File: src/rtl/mini_src_control_seq.sv
// mini_src_control_seq: hardwired Moore fetch/decode/execute sequencer for the Mini SRC datapath.
// Define MINISRC_BRANCH_EN to add the br (10011) execute sequence; otherwise 10011 decodes as illegal.
module mini_src_control_seq #(
   parameter int OPW = 5
) (
   input  logic           clock,
   input  logic           reset_n,
   input  logic [31:0]    IR,
   input  logic           mem_ready,
   input  logic           stop,
   input  logic           con_ff,
   output logic           PCout,
   output logic           PCin,
   output logic           IncPC,
   output logic           MARin,
   output logic           MDRin,
   output logic           MDRout,
   output logic           IRin,
   output logic           Yin,
   output logic           Zin,
   output logic           Zlowout,
   output logic           Cout,
   output logic           CONin,
   output logic           Read,
   output logic           Write,
   output logic           Gra,
   output logic           Grb,
   output logic           Grc,
   output logic           Rin,
   output logic           Rout,
   output logic           BAout,
   output logic [OPW-1:0] alu_op,
   output logic           run,
   output logic           illegal
);
   typedef enum logic [3:0] {RST, T0, T1, T2, T3, T4, T5, T6, T7, T8, HALT} state_t;
   typedef struct packed {
      logic           pc_out;
      logic           pc_in;
      logic           inc_pc;
      logic           mar_in;
      logic           mdr_in;
      logic           mdr_out;
      logic           ir_in;
      logic           y_in;
      logic           z_in;
      logic           zlow_out;
      logic           c_out;
      logic           con_in;
      logic           rd;
      logic           wr;
      logic           gra;
      logic           grb;
      logic           grc;
      logic           r_in;
      logic           r_out;
      logic           ba_out;
      logic [OPW-1:0] alu;
      logic           run;
   } ctl_t;

   localparam logic [OPW-1:0] OP_LD   = OPW'(5'b00000);
   localparam logic [OPW-1:0] OP_LDI  = OPW'(5'b00001);
   localparam logic [OPW-1:0] OP_ST   = OPW'(5'b00010);
   localparam logic [OPW-1:0] OP_ADD  = OPW'(5'b00011);
   localparam logic [OPW-1:0] OP_AND  = OPW'(5'b01010);
   localparam logic [OPW-1:0] OP_OR   = OPW'(5'b01011);
   localparam logic [OPW-1:0] OP_ADDI = OPW'(5'b01100);
   localparam logic [OPW-1:0] OP_ANDI = OPW'(5'b01101);
   localparam logic [OPW-1:0] OP_ORI  = OPW'(5'b01110);
   localparam logic [OPW-1:0] OP_BR   = OPW'(5'b10011);
   localparam logic [OPW-1:0] OP_NOP  = OPW'(5'b11010);
   localparam logic [OPW-1:0] OP_HLT  = OPW'(5'b11011);

   state_t         state, nxt_raw, nxt;
   ctl_t           ctl, d;
   logic [OPW-1:0] op, op_n, imm_alu;
   logic           is_r, is_imm, is_ldi, is_ld, is_st, is_nop, is_hlt, is_br, legal;
   logic           unused_ir;

   assign unused_ir = ^IR[31-OPW:0];

   // op_n is the opcode the next state will execute under: IR while leaving T3, the latched copy after.
   always_comb begin
      op_n    = (state == T3) ? IR[31 -: OPW] : op;
      is_r    = (op_n >= OP_ADD) && (op_n <= OP_OR);
      is_imm  = (op_n >= OP_ADDI) && (op_n <= OP_ORI);
      is_ldi  = op_n == OP_LDI;
      is_ld   = op_n == OP_LD;
      is_st   = op_n == OP_ST;
      is_nop  = op_n == OP_NOP;
      is_hlt  = op_n == OP_HLT;
`ifdef MINISRC_BRANCH_EN
      is_br   = op_n == OP_BR;
`else
      is_br   = 1'b0;
`endif
      legal   = is_r | is_imm | is_ldi | is_ld | is_st | is_nop | is_hlt | is_br;
      imm_alu = is_r ? op_n : (op_n == OP_ANDI) ? OP_AND : (op_n == OP_ORI) ? OP_OR : OP_ADD;
      case (state)
         RST:     nxt_raw = T0;
         T0:      nxt_raw = T1;
         T1:      nxt_raw = T2;
         T2:      nxt_raw = mem_ready ? T3 : T2;
         T3:      nxt_raw = is_hlt ? HALT : (is_nop | ~legal) ? T0 : T4;
         T4:      nxt_raw = T5;
         T5:      nxt_raw = T6;
         T6:      nxt_raw = (is_ld | is_st | is_br) ? T7 : T0;
         T7:      nxt_raw = is_br ? T0 : is_st ? T8 : mem_ready ? T8 : T7;
         T8:      nxt_raw = (is_ld | mem_ready) ? T0 : T8;
         HALT:    nxt_raw = HALT;
         default: nxt_raw = RST;
      endcase
      nxt = (nxt_raw == T0 && stop) ? HALT : nxt_raw;
      d = '0;
      case (nxt)
         T0: begin
            d.pc_out = 1'b1;
            d.mar_in = 1'b1;
            d.inc_pc = 1'b1;
            d.z_in   = 1'b1;
         end
         T1: begin
            d.zlow_out = 1'b1;
            d.pc_in    = 1'b1;
         end
         T2: begin
            d.rd     = 1'b1;
            d.mdr_in = 1'b1;
         end
         T3: begin
            d.mdr_out = 1'b1;
            d.ir_in   = 1'b1;
         end
         T4: begin
            d.gra    = is_br;
            d.con_in = is_br;
            d.grb    = ~is_br;
            d.ba_out = is_ld | is_ldi | is_st;
            d.r_out  = is_br | is_r | is_imm;
            d.y_in   = ~is_br;
         end
         T5: begin
            d.pc_out = is_br;
            d.y_in   = is_br;
            d.grc    = is_r;
            d.r_out  = is_r;
            d.c_out  = ~is_br & ~is_r;
            d.z_in   = ~is_br;
            d.alu    = is_br ? '0 : imm_alu;
         end
         T6: begin
            d.c_out    = is_br;
            d.z_in     = is_br;
            d.alu      = is_br ? OP_ADD : '0;
            d.zlow_out = ~is_br;
            d.mar_in   = is_ld | is_st;
            d.gra      = ~is_br & ~is_ld & ~is_st;
            d.r_in     = ~is_br & ~is_ld & ~is_st;
         end
         T7: begin
            d.zlow_out = is_br;
            d.pc_in    = is_br & con_ff;
            d.rd       = is_ld;
            d.mdr_in   = ~is_br;
            d.gra      = is_st;
            d.r_out    = is_st;
         end
         T8: begin
            d.mdr_out = is_ld;
            d.gra     = is_ld;
            d.r_in    = is_ld;
            d.wr      = ~is_ld;
         end
         default: d = '0;
      endcase
      d.run = (nxt != RST) && (nxt != HALT);
   end

   always_ff @(posedge clock) begin
      if (!reset_n) begin
         state   <= RST;
         ctl     <= '0;
         op      <= '0;
         illegal <= 1'b0;
      end else begin
         state <= nxt;
         ctl   <= d;
         op    <= op_n;
         if (state == T3 && !legal)
            illegal <= 1'b1;
      end
   end

   assign {PCout, PCin, IncPC, MARin, MDRin, MDRout, IRin, Yin, Zin, Zlowout, Cout, CONin,
           Read, Write, Gra, Grb, Grc, Rin, Rout, BAout, alu_op, run} = ctl;
endmodule

File: config.mk
export PLATFORM = sky130hd
export DESIGN_NAME = mini_src_control_seq
export DESIGN_NICKNAME = d
export VERILOG_FILES = /design/src/rtl/mini_src_control_seq.sv
export SDC_FILE = /design/constraint.sdc
export NUM_CORES = 1
export LEC_CHECK = 0
export ABC_AREA = 1
export CAP_MARGIN = 20
export CORE_ASPECT_RATIO = 1.4
export CORE_MARGIN = 3
export CORE_UTILIZATION = 42
export DETAILED_ROUTE_END_ITERATION = 7
export GPL_ROUTABILITY_DRIVEN = 0
export PLACE_DENSITY_LB_ADDON = 0.3
export SLEW_MARGIN = 20
export SYNTH_ARGS = -nofsm -noshare
export SYNTH_HDL_FRONTEND = slang
export SYNTH_SLANG_ARGS = --single-unit
File: constraint.sdc
create_clock -name clock -period 2.1 [get_ports clock]
set_input_delay 0.525 -clock clock [delete_from_list [all_inputs] [get_ports clock]]
set_output_delay 0.525 -clock clock [all_outputs]
set_load 0.005 [all_outputs]
==> implementation parameters <==
Parameter                              Value

Critical path
  Source of the critical timing path    state[2]
  Kind of cell with the highest combined delay on the critical path    buffers and inverters
  Kind of critical path    flop to flop
  Data arrival at the endpoint of the critical path    between 2 and 2.5 ns
  Worst-path fanout max    6
  Startpoint Class    flop
  Number of cells traversed by the worst register-to-register path    17
  Worst path cell trace    inv_4 > nor2_4 > nand2_4 > buf_6 > nand2_4 > nand2_2 > buf_4 > buf_4 > buf_4 > buf_4 > buf_4 > buf_4 > buf_4 > buf_4 > buf_4 > buf_6 > nor2_2
  Crit path buf inv count    12
  Critical path's slowest cell    dfxtp_4
  Minimum setup slack among reg-to-reg paths    -0.15 ns
  Type of element capturing the critical path    flop
  Capturing point of the worst reg2reg path    op[2]
  Slowest stage delay, CP    between 0.3 and 0.4 ns
  Origin of the critical flop-to-flop path    state[2]
  Data required, critical path    about 2.3 ns
  Most used cell along the critical path    buf_4

Placement
  Placement Cell Area    around 2300 um^2
  Count of input and output buffers    34
  Detailed Place HPWL    between 3 and 4 mm

CTS
  Number of buffers on the longest clock path    2
  Clock root buffer master    clkbuf_8
  Source-to-sink clock delay at the later pin of the worst-skew pair    0.29 ns
  Clock tree from TritonCTS    yes
  Number of hold buffers added after CTS    0
  CTS sink count    33
  H-tree depth reported by CTS    2
  TritonCTS buffer count    5
  Clock transition at the registers of the reported paths    around 0.07 ns

Power and ir drop
  Power consumption    about 3.1 mW
  Total power divided by cell area    1120 nW/um^2
  Standby leakage power    approximately 1.2 nW
  Max IR drop VDD    approximately 1 mV

Min path
  Number of cells on the worst hold path    2
  Min-Delay Endpoint    illegal
  Worst hold-check path type    flop to flop
  Start point of the worst min-delay path    illegal

Detailed routing
  Routed len/inst    15.1 um
  Vias after detailed routing    about 1800
  Number of optimization iterations in the first detailed-route pass    4
  Detail Route Antenna Nets    0
  Detail Route met2 WL    around 3 mm
  Starting DRT DRC Count    52
  Topmost layer with routed signal wires    met4
  Post-detailed-route DRC marker count    0
  Met3 layer wire length in the routed design    about 240 um
  Total length of routed wires    5.38 mm
  Vias/cell    between 5 and 6
  Routed metal-1 wirelength    around 1.9 mm

Cells and area
  Final nets    ~350
  Final core utilization    between 70% and 80%
  Most common cell after layout, fill and taps aside    buf_4
  Number of diodes    0
  Fraction of layout instances using a drive strength above 1    a little under half
  Total non-filler cell area in the finished layout    2770 um^2
  Highest-count cells in the layout ignoring fill and taps    buf_4, clkdlybuf4s50_1, dfxtp_1
  Area growth from synthesis to layout    78.2%

Outcome
  Violations in the final reports    setup timing
  Result of the run    finished with violations

STA
  Fmax    between 400 and 500 MHz
  Crit share post-route    107%
  Setup TNS after final layout    -1.02 ns
  Final setup violation count    15
  Setup repair after global routing missed its margin    true
  Hold Violations, Final    0
  Final worst slack    -0.151 ns
  Crit path time final    roughly 2.3 ns
  Final number of max-transition violations    0
  Clock tree skew after final layout    approximately 0.0077 ns

Synth
  Area of the mapped netlist    approximately 1600 um^2
  Synthesized instance count    around 210
  Flops & latches, synth    33
  Count of warnings emitted by yosys    0
  Avg Cell Area, Syn    ~7.3 um^2
  Number of unique standard cell types used by synthesis    30
  Share of the yosys chip area belonging to registers    42.4%

Floorplan
  Placement Rows    25
  Die Y    ~80 um
  Core Footprint    3470 um^2
  Horiz. Die Dim    about 57 um
  Count of boundary I/O pins    64
  Initial Utilization    44.8%
  Die area    approximately 4500 um^2

Global route
  Vias in the first global route    1795
  Total global routing overflow    0
  First-pass GRT wire length    8.25 mm
  Total routing usage reported by global routing    between 20% and 30%
  Antenna violations before repair    0
  Maximum number of pins on one net before global-route repair    14

Flow run
  Number of violations of the max-capacitance limit    0
[routing by layer]
metal | global-route usage [%] | up-vias
li1 | - | 872
met1 | 23.8 | 868
met2 | 44.3 | 68
met3 | 5.43 | 33
met4 | 14.2 | 0
met5 | 0 | -
[metrics by stage]
step / std cells / worst slack, ns / hold WS (ns)
2_1_floorplan: 214 / 0.121 / 0.447
3_3_place_gp: 327 / -0.437 / 0.448
3_5_place_dp: 327 / -0.470 / 0.458
4_1_cts: 352 / -0.0450 / 0.470
5_1_grt: 357 / -0.307 / 0.503
6_report: 357 / -0.151 / 0.460
[worst max path at each step]
| stage | depth (start not counted) | to | slack, ns |
|---|---|---|---|
| floorplan | 17 | Gra | 0.12 |
| global placement | 10 | MARin | -0.44 |
| detailed placement | 10 | MARin | -0.47 |
| CTS | 18 | Rout | -0.05 |
| global route | 16 | Gra | -0.31 |
| finish | 17 | op[2] | -0.15 |
[cell usage after synthesis (all sizes together)]
master	n	share of area, %
o2111ai	1	0.56
nor4	2	0.80
conb	1	0.24
a21oi	8	2.6
o21bai	1	0.72
dfxtp	33	42
o22ai	1	0.40
nand3	14	4.8
nor3	2	0.64
o21ai	9	3.9
nor2	49	16
o31ai	1	0.48
inv	34	8.4
clkbuf	2	0.48
a221o	1	0.64
buf	3	1.4
nand3b	1	0.48
nand4	5	2.0
nand2	45	13
[cells by family after synthesis]
group | share of synthesized area [%]
and+or+nand+nor | 37.8
buffers and inverters | 10.3
DFF | 42.4
AOI/OAI and AO/OA | 9.25
other | 0.241
[what timing repair did]
| action | CTS | global route |
|---|---|---|
| pin swaps | 19 | 32 |
| setup endpoints to repair | 13 | 20 |
| resized for setup | 36 | 37 |
| setup buffers | 17 | 5 |
[final cells by class]
type	count	area [um^2]
Clock inverter	1	30.0
Inverter	34	133
Sequential cell	33	668
Clock buffer	7	86.3
Fill cell	211	698
Timing Repair Buffer	100	855
Tap cell	40	50.0
Multi-Input combinational cell	142	952
[worst min-delay path, cell delays in order (launching register included)]
cell     delay [ns]
dfxtp_1        0.31
inv_1          0.05
a21oi_1        0.05
[report_power, final]
group | leakage, nW | switching [mW] | total, mW | internal [mW]
logic | 0.917 | 0.874 | 1.69 | 0.814
registers | 0.270 | 0.0600 | 0.799 | 0.739
clock network | 0.0585 | 0.235 | 0.622 | 0.387
total | 1.25 | 1.17 | 3.11 | 1.94
Note: power is estimated with default switching activity, not from simulation.
